`src/rtl/key_debounce_repeat_if.sv`:
```
// Key front-end bundle: raw active-low keys and repeat enables in,
// debounced level and single-cycle event pulses out.
interface key_debounce_repeat_if #(
  parameter int unsigned N_KEYS = 3
) ();
  logic [N_KEYS-1:0] key_n;
  logic [N_KEYS-1:0] repeat_en;
  logic [N_KEYS-1:0] key_level;
  logic [N_KEYS-1:0] key_press;
  logic [N_KEYS-1:0] key_release;
  logic [N_KEYS-1:0] key_long;
  logic [N_KEYS-1:0] key_repeat;

  modport master (
    output key_n, repeat_en,
    input  key_level, key_press, key_release, key_long, key_repeat
  );

  modport slave (
    input  key_n, repeat_en,
    output key_level, key_press, key_release, key_long, key_repeat
  );
endinterface

```
`src/rtl/key_debounce_repeat.sv`:
```
// N-channel key front end: 2-flop sync, tick-based debounce, press/release events,
// long-press detection and optional auto-repeat. One prescaled tick shared by all keys.
module key_debounce_repeat #(
  parameter int unsigned N_KEYS      = 3,
  parameter int unsigned CLK_FREQ_HZ = 50000000,
  parameter int unsigned DEBOUNCE_MS = 20,
  parameter int unsigned LONG_MS     = 1000,
  parameter int unsigned REPEAT_MS   = 100,
  parameter int unsigned SIMULATION  = 0
) (
  input logic                  clk,
  input logic                  rst_n,
  key_debounce_repeat_if.slave keys
);

  localparam int unsigned DIV    = (SIMULATION != 0) ? CLK_FREQ_HZ / 1000000
                                                     : CLK_FREQ_HZ / 1000;
  localparam int unsigned DIV_W  = (DIV > 1) ? $clog2(DIV) : 1;
  localparam int unsigned CNT_W  = $clog2(DEBOUNCE_MS);
  localparam int unsigned HCNT_W = $clog2(LONG_MS);
  localparam int unsigned RCNT_W = (REPEAT_MS > 1) ? $clog2(REPEAT_MS) : 1;

  localparam logic [DIV_W-1:0]  DIV_MAX  = DIV_W'(DIV - 1);
  localparam logic [CNT_W-1:0]  CNT_MAX  = CNT_W'(DEBOUNCE_MS - 1);
  localparam logic [HCNT_W-1:0] HCNT_MAX = HCNT_W'(LONG_MS - 1);
  localparam logic [RCNT_W-1:0] RCNT_MAX = RCNT_W'(REPEAT_MS - 1);

  typedef enum logic [2:0] {
    StIdle, StDbPress, StPressed, StRepeat, StHeld, StDbRel
  } state_e;

  logic [DIV_W-1:0] presc_q;
  logic             tick;

  assign tick = (presc_q == DIV_MAX);

  always_ff @(posedge clk or negedge rst_n) begin
    if (!rst_n) begin
      presc_q <= '0;
    end else begin
      presc_q <= tick ? '0 : presc_q + DIV_W'(1);
    end
  end

  logic [N_KEYS-1:0] sync1_q, sync2_q, p;

  always_ff @(posedge clk or negedge rst_n) begin
    if (!rst_n) begin
      sync1_q <= '1;
      sync2_q <= '1;
    end else begin
      sync1_q <= keys.key_n;
      sync2_q <= sync1_q;
    end
  end

  assign p = ~sync2_q;

  logic [N_KEYS-1:0] level_v, press_v, release_v, long_v, repeat_v;

  for (genvar i = 0; i < N_KEYS; i++) begin : g_ch
    state_e            state_q, state_d;
    logic [CNT_W-1:0]  cnt_q, cnt_d;
    logic [HCNT_W-1:0] hcnt_q, hcnt_d;
    logic [RCNT_W-1:0] rcnt_q, rcnt_d;
    logic              level_q, level_d;
    logic              press_q, press_d, release_q, release_d;
    logic              long_q, long_d, repeat_q, repeat_d;

    // A change of p always takes priority; the tick in that cycle is dropped.
    always_comb begin
      state_d   = state_q;
      cnt_d     = cnt_q;
      hcnt_d    = hcnt_q;
      rcnt_d    = rcnt_q;
      level_d   = level_q;
      press_d   = 1'b0;
      release_d = 1'b0;
      long_d    = 1'b0;
      repeat_d  = 1'b0;
      case (state_q)
        StIdle: begin
          if (p[i]) begin
            state_d = StDbPress;
            cnt_d   = '0;
          end
        end
        StDbPress: begin
          if (!p[i]) begin
            state_d = StIdle;
          end else if (tick) begin
            if (cnt_q == CNT_MAX) begin
              state_d = StPressed;
              press_d = 1'b1;
              level_d = 1'b1;
              hcnt_d  = '0;
            end else begin
              cnt_d = cnt_q + CNT_W'(1);
            end
          end
        end
        StPressed: begin
          if (!p[i]) begin
            state_d = StDbRel;
            cnt_d   = '0;
          end else if (tick) begin
            if (hcnt_q == HCNT_MAX) begin
              long_d = 1'b1;
              if (keys.repeat_en[i]) begin
                repeat_d = 1'b1;
                rcnt_d   = '0;
                state_d  = StRepeat;
              end else begin
                state_d = StHeld;
              end
            end else begin
              hcnt_d = hcnt_q + HCNT_W'(1);
            end
          end
        end
        StRepeat: begin
          if (!p[i]) begin
            state_d = StDbRel;
            cnt_d   = '0;
          end else if (!keys.repeat_en[i]) begin
            state_d = StHeld;
          end else if (tick) begin
            if (rcnt_q == RCNT_MAX) begin
              repeat_d = 1'b1;
              rcnt_d   = '0;
            end else begin
              rcnt_d = rcnt_q + RCNT_W'(1);
            end
          end
        end
        StHeld: begin
          if (!p[i]) begin
            state_d = StDbRel;
            cnt_d   = '0;
          end
        end
        StDbRel: begin
          // A bounce back to pressed parks in StHeld: level stays high, no new press.
          if (p[i]) begin
            state_d = StHeld;
          end else if (tick) begin
            if (cnt_q == CNT_MAX) begin
              state_d   = StIdle;
              release_d = 1'b1;
              level_d   = 1'b0;
            end else begin
              cnt_d = cnt_q + CNT_W'(1);
            end
          end
        end
        default: state_d = StIdle;
      endcase
    end

    always_ff @(posedge clk or negedge rst_n) begin
      if (!rst_n) begin
        state_q   <= StIdle;
        cnt_q     <= '0;
        hcnt_q    <= '0;
        rcnt_q    <= '0;
        level_q   <= 1'b0;
        press_q   <= 1'b0;
        release_q <= 1'b0;
        long_q    <= 1'b0;
        repeat_q  <= 1'b0;
      end else begin
        state_q   <= state_d;
        cnt_q     <= cnt_d;
        hcnt_q    <= hcnt_d;
        rcnt_q    <= rcnt_d;
        level_q   <= level_d;
        press_q   <= press_d;
        release_q <= release_d;
        long_q    <= long_d;
        repeat_q  <= repeat_d;
      end
    end

    assign level_v[i]   = level_q;
    assign press_v[i]   = press_q;
    assign release_v[i] = release_q;
    assign long_v[i]    = long_q;
    assign repeat_v[i]  = repeat_q;
  end

  assign keys.key_level   = level_v;
  assign keys.key_press   = press_v;
  assign keys.key_release = release_v;
  assign keys.key_long    = long_v;
  assign keys.key_repeat  = repeat_v;

endmodule

```
`src/flat_wrapper.sv`:
```
// flat-port wrapper written by rule: the top's interface ports become plain ports
module key_debounce_repeat_flat 
#(
  parameter int unsigned N_KEYS      = 3,
  parameter int unsigned CLK_FREQ_HZ = 50000000,
  parameter int unsigned DEBOUNCE_MS = 20,
  parameter int unsigned LONG_MS     = 1000,
  parameter int unsigned REPEAT_MS   = 100,
  parameter int unsigned SIMULATION  = 0
)
  (clk, rst_n, keys_key_n, keys_repeat_en, keys_key_level, keys_key_press, keys_key_release, keys_key_long, keys_key_repeat);
  key_debounce_repeat_if #(.N_KEYS(N_KEYS)) keys_i ();
  input logic clk;
  input logic rst_n;
  input wire logic [$bits(keys_i.key_n)-1:0] keys_key_n;
  input wire logic [$bits(keys_i.repeat_en)-1:0] keys_repeat_en;
  output wire logic [$bits(keys_i.key_level)-1:0] keys_key_level;
  output wire logic [$bits(keys_i.key_press)-1:0] keys_key_press;
  output wire logic [$bits(keys_i.key_release)-1:0] keys_key_release;
  output wire logic [$bits(keys_i.key_long)-1:0] keys_key_long;
  output wire logic [$bits(keys_i.key_repeat)-1:0] keys_key_repeat;
  assign keys_i.key_n = keys_key_n;
  assign keys_i.repeat_en = keys_repeat_en;
  assign keys_key_level = keys_i.key_level;
  assign keys_key_press = keys_i.key_press;
  assign keys_key_release = keys_i.key_release;
  assign keys_key_long = keys_i.key_long;
  assign keys_key_repeat = keys_i.key_repeat;
  key_debounce_repeat #(.N_KEYS(N_KEYS), .CLK_FREQ_HZ(CLK_FREQ_HZ), .DEBOUNCE_MS(DEBOUNCE_MS), .LONG_MS(LONG_MS), .REPEAT_MS(REPEAT_MS), .SIMULATION(SIMULATION)) u_core (.clk(clk), .rst_n(rst_n), .keys(keys_i));
endmodule
```
`config.mk`:
```
export PLATFORM = sky130hd
export DESIGN_NAME = key_debounce_repeat_flat
export DESIGN_NICKNAME = d
export VERILOG_FILES = /design/src/rtl/key_debounce_repeat_if.sv /design/src/rtl/key_debounce_repeat.sv /design/src/flat_wrapper.sv
export SDC_FILE = /design/constraint.sdc
export NUM_CORES = 1
export LEC_CHECK = 0
export BUFFER_PORTS_ARGS = -buffer_cell sky130_fd_sc_hd__buf_4
export CORE_ASPECT_RATIO = 0.6
export CORE_MARGIN = 1.5
export CORE_UTILIZATION = 39
export CTS_CLUSTER_SIZE = 10
export DETAILED_ROUTE_END_ITERATION = 6
export PLACE_DENSITY = 0.56
export SLEW_MARGIN = 20
export SYNTH_ARGS = -nofsm -noshare
export SYNTH_HDL_FRONTEND = slang
export SYNTH_SLANG_ARGS = --single-unit
```
`constraint.sdc`:
```
create_clock -name clk -period 2.2 [get_ports clk]
set_input_delay 0.22 -clock clk [delete_from_list [all_inputs] [get_ports clk]]
set_output_delay 0.22 -clock clk [all_outputs]
set_load 0.01 [all_outputs]
```
# Word level (Yosys, flattened, before mapping)
# Cells that the tools add are included.
# Widths: inputs -> output; s select.
[op_classes]
n_addsub = 10
eq_ne = 97
muxes = 193
bitwise = 1
reduce_logical = 33
[ops]
columns = ["operator", "count"]
rows = [
  ["$mux 10", 18],
  ["$mux 7", 24],
  ["$mux 3", 42],
  ["$mux 5", 18],
  ["$mux 1", 72],
  ["$ne 2x1->1 const B", 33],
  ["$pmux 10 s2", 3],
  ["$pmux 5 s4", 3],
  ["$pmux 3 s6", 3],
  ["$pmux 7 s2", 3],
  ["$reduce_and 7->1", 6],
  ["$ne 2x2->1 const B", 18],
  ["$add 10x1->10 const B", 3],
  ["$eq 10x10->1 const B", 3],
  ["$ne 3x3->1 const B", 9],
  ["$reduce_and 9->1", 3],
  ["$reduce_and 8->1", 3],
  ["$add 7x1->7 const B", 3],
  ["$eq 7x7->1 const B", 3],
  ["$eq 3x2->1 const B", 6],
  ["$eq 3x3->1 const B", 6],
  ["$ne 3x1->1 const B", 6],
  ["$ne 3x2->1 const B", 6],
  ["$reduce_bool 2->1", 9],
  ["12 further kinds", 31],
]
[word_totals]
regBits = 112
output_inout_bits = 15
wordCells = 364

# Logic depth before layout (Yosys ltp)
[depth]
word_depth = 6
depth_mapped = 9
mapped_depth_nobuf = 7

# Least setup slack after synthesis
# No wires, ideal clock.
[synth_timing]
path_kind = "flip-flop to flip-flop"
startpoint = "register u_core.g_ch[0].cnt_q[0]"
endpoint = "register u_core.g_ch[0].hcnt_q[3]"
setup_ns = 0.073
arrival_ns = 1.981
required_ns = 2.127
slack_ns = 0.146
path_stages_with_launch = 7
path_cell_list = "dfrtp_1 ha_1 nand4bb_4 or3_4 a211o_4 or3_1 a21oi_2"
[synth_via]
elab_chain_len = 3
[synth_lines]
columns = ["element", "line_no", "rtl"]
rows = [
  ["start: declaration", "key_debounce_repeat.sv:63", "logic [CNT_W-1:0] cnt_q, cnt_d;"],
  ["start signal: assignment", "key_debounce_repeat.sv:173", "cnt_q <= cnt_d;"],
  ["$eq 5x5->1", "key_debounce_repeat.sv:92", "if (cnt_q == CNT_MAX) begin"],
  ["$ne 2x1->1 (no source line)", "--", ""],
  ["$reduce_and 7->1 (no source line)", "--", ""],
  ["end signal: assignment", "key_debounce_repeat.sv:174", "hcnt_q <= hcnt_d;"],
  ["end: declaration", "key_debounce_repeat.sv:64", "logic [HCNT_W-1:0] hcnt_q, hcnt_d;"],
]
# Every way passes these cells.
# A chain may end at the register's enable or synchronous reset.

# Final worst setup path
# Ends and elaborated chain as after synthesis.

==> flow_metrics.env <==
export IMPL_internal_power_mw=3.493
export IMPL_core_rowCount=35
export IMPL_skew_ps=10.80
export IMPL_cts_root_buffer="clkbuf_16"
export IMPL_start_util=0.4029
export IMPL_hold_path_depth=3
export IMPL_yosys_warnings=0
export IMPL_port_buffers=22
export IMPL_synthTopCellsByArea="dfrtp_1, nor2_1, xor2_1"
export IMPL_cp_required_ps=2480
export IMPL_crit_path_max_fanout=7
export IMPL_startpoint_type="register"
export IMPL_hold_path_end="u_core.g_ch[0].repeat_q$_DFF_PN0_"
export IMPL_drt_wirelength_per_cell_um=14.85
export IMPL_tritoncts="done"
export IMPL_cts_sinks=112
export IMPL_num_vias=4925
export IMPL_maxCapViolCount=0
export IMPL_grt_max_degree=62
export IMPL_yosys_area_top_type="dfrtp_1"
export IMPL_cts_buffers=9
export IMPL_switchingPower_mw=1.378
export IMPL_regToRegStartpoint="u_core.g_ch[0].cnt_q[0]$_DFFE_PN0P_"
export IMPL_synth_area_per_cell_um2=9.451
export IMPL_finalCritPeriodShare=0.9618
export IMPL_die_w_um=166.2
export IMPL_ff_latch_area_um2=2810
export IMPL_max_stage_delay_ps=410
export IMPL_place_ws_ps=-11.95
export IMPL_final_core_util=0.4673
export IMPL_power_density_nw_per_um2=674.2
export IMPL_dieArea_um2=16760
export IMPL_yosysUniqueCellTypes=78
export IMPL_netlist_area_um2=6228
export IMPL_worst_path_max_delay_cell="or3_4"
export IMPL_synth_net_count=677
export IMPL_synth_edf_count=0
export IMPL_fillers=1424
export IMPL_synthFlopType="dfrtp_1"
export IMPL_max_slew_worst_pin_slew_ps=531.1
export IMPL_drt_first_iter_violations=309
export IMPL_final_cell_mix="dfrtp_1, nor2_1, buf_4"
export IMPL_drc=0
export IMPL_synthToLayoutAreaGrowth_pct=15.99
export IMPL_fin_setup_tns_ps=0
export IMPL_worst_slack_ps=83.99
export IMPL_grt_overflow=0
export IMPL_timing_rr_end="u_core.g_ch[0].hcnt_q[3]$_DFFE_PN0P_"
export IMPL_synth_top_area_share=0.4259
export IMPL_n_antenna_cell=0
export IMPL_io_pins=23
export IMPL_hp_start="keys_repeat_en[0]"
export IMPL_arrival_ps=2390
export IMPL_critPathKind="register to register"
export IMPL_final_cells=906
export IMPL_async_flop_share=1.000
export IMPL_setup_violations=0
export IMPL_r2r_cells=6
export IMPL_ir_drop_v=0.0003937
export IMPL_grt_pass1_vias=4665
export IMPL_core_um2=15460
export IMPL_clkSlewWorstSetupHoldPaths_ps=70
export IMPL_drt_pre_antenna_iters=5
export IMPL_min_period_ps=2116
export IMPL_clockBufferDepth=2
export IMPL_die_h_um=100.9
export IMPL_h_tree_depth=3
export IMPL_ff2ff_setup_slack_ps=80
export IMPL_ys_seq_area_frac=0.4512
export IMPL_report_final_slew_viol_count=0
export IMPL_grt_pass1_wl_mm=22.96
export IMPL_p_clk_frac=0.362
export IMPL_leakagePower_nw=3.164
export IMPL_place_gp_congestion=0.8679
export IMPL_switching_share=0.2828
export IMPL_drive_above_1_share=0.1906
export IMPL_place_inst=885
export IMPL_synthCells=659
export IMPL_max_freq_mhz=472.6
export IMPL_antenna_found_initial=0
export IMPL_clk_latency_ps=350
export IMPL_viasPerCell=5.436
export IMPL_endpoint_kind="register"
export IMPL_multi_input_area_um2=3216
export IMPL_grt_usage=0.1678
export IMPL_path_cells="ha_1 -> nand4bb_4 -> or3_4 -> a211o_4 -> or3_1 -> a21oi_2"
export IMPL_antenna_left=0
export IMPL_status="completed"
export IMPL_final_common_cell="dfrtp_1"
export IMPL_totalWireLength_mm=13.46
export IMPL_final_nets=716
export IMPL_ys_ff_latch=112
export IMPL_p_seq_frac=0.462
export IMPL_dpl_hpwl_mm=9.610
export IMPL_hold_viol=0
export IMPL_hold_path_class="input port to register"
export IMPL_comb_power_share=0.176
export IMPL_slew_headroom=0.6460
metal layers:
layer	track usage	up-vias	wire, µm
met5	0	-	0
met4	0.04019	0	80
met3	0.03377	7	478
met2	0.2542	78	5828
met1	0.2457	2414	7069
li1	-	2426	-
critical path, delay by kind of cell, from the launching register on:
kind                       cells  cell delay (ps)
AOI/OAI and AO/OA              2              510
adders and majority gates      1              230
DFF                            1              390
and+or+nand+nor                3              920
cells in the mapped netlist, drive strengths merged (15+ instances only):
cell type  number
xor2           29
nand4          22
clkbuf         20
nand2          60
buf            25
nor2b          18
xnor2          15
dfrtp         106
nor3           16
nand3          41
o21ai          41
nor2           82
kinds of logic after synthesis:
logic type	Yosys count	synth area share
and+or+nand+nor	318	0.2776
xor gates and xnor gates	44	0.06187
muxes	10	0.01728
buffers and inverters	52	0.04319
DFF	112	0.4512
adders and majority gates	10	0.02009
AOI/OAI and AO/OA	113	0.1288
power groups by stage:
stage	Combinational, mW	Sequential (mW)	Clock (mW)
global route	0.965	2.26	1.92
floorplan	0.706	2.18	0
CTS	0.845	2.25	1.83
finish	0.857	2.25	1.76
global placement	0.821	2.29	0
detailed placement	0.834	2.29	0
flip-flops by register name, indices dropped and copies added, names as in the netlist, 9 cells and up:
signal,count
u_core.g_ch.hcnt_q,30
u_core.presc_q,16
u_core.g_ch.cnt_q,15
u_core.g_ch.rcnt_q,21
u_core.g_ch.state_q,9
repair_timing:
item	4_1_cts	5_1_grt
resized for setup	2	13
buffers inserted	0	1
hold buffers	4	0
pin swaps	0	2
endpoints found under the setup margin	1	23
hold endpoints to repair	23	0
metrics by stage:
step	instance area (µm²)	power [mW]	hold WS [ps]
3_3_place_gp	6788	3.108	146.5
4_1_cts	7153	4.926	190.1
5_1_grt	7224	5.150	204.7
6_report	7224	4.871	215.7
3_5_place_dp	6788	3.122	159.7
2_1_floorplan	6228	2.889	-75.59
worst max path at each step:
stage / cells after the start / endpoint / slack (ps) / startpoint
after CTS: 8 / u_core.g_ch[1].hcnt_q[4]$_DFFE_PN0P_ / 80 / u_core.presc_q[13]$_DFF_PN0_
after floorplan: 6 / u_core.g_ch[0].hcnt_q[3]$_DFFE_PN0P_ / 150 / u_core.g_ch[0].cnt_q[0]$_DFFE_PN0P_
after detailed placement: 9 / u_core.g_ch[1].hcnt_q[4]$_DFFE_PN0P_ / -10 / u_core.presc_q[0]$_DFF_PN0_
after global routing: 6 / u_core.g_ch[1].cnt_q[0]$_DFFE_PN0P_ / -8 / u_core.presc_q[11]$_DFF_PN0_
after global placement: 8 / u_core.g_ch[2].hcnt_q[4]$_DFFE_PN0P_ / 60 / u_core.presc_q[0]$_DFF_PN0_
final: 6 / u_core.g_ch[0].hcnt_q[3]$_DFFE_PN0P_ / 80 / u_core.g_ch[0].cnt_q[0]$_DFFE_PN0P_
layout make-up:
class | instances | area share
Sequential cell | 112 | 0.3890
Clock buffer | 11 | 0.03360
Multi-Input combinational cell | 495 | 0.4451
Clock inverter | 5 | 0.01108
Tap cell | 203 | 0.03516
Inverter | 7 | 0.003637
Timing Repair Buffer | 73 | 0.08244
Power figures use the tool's default switching activity.
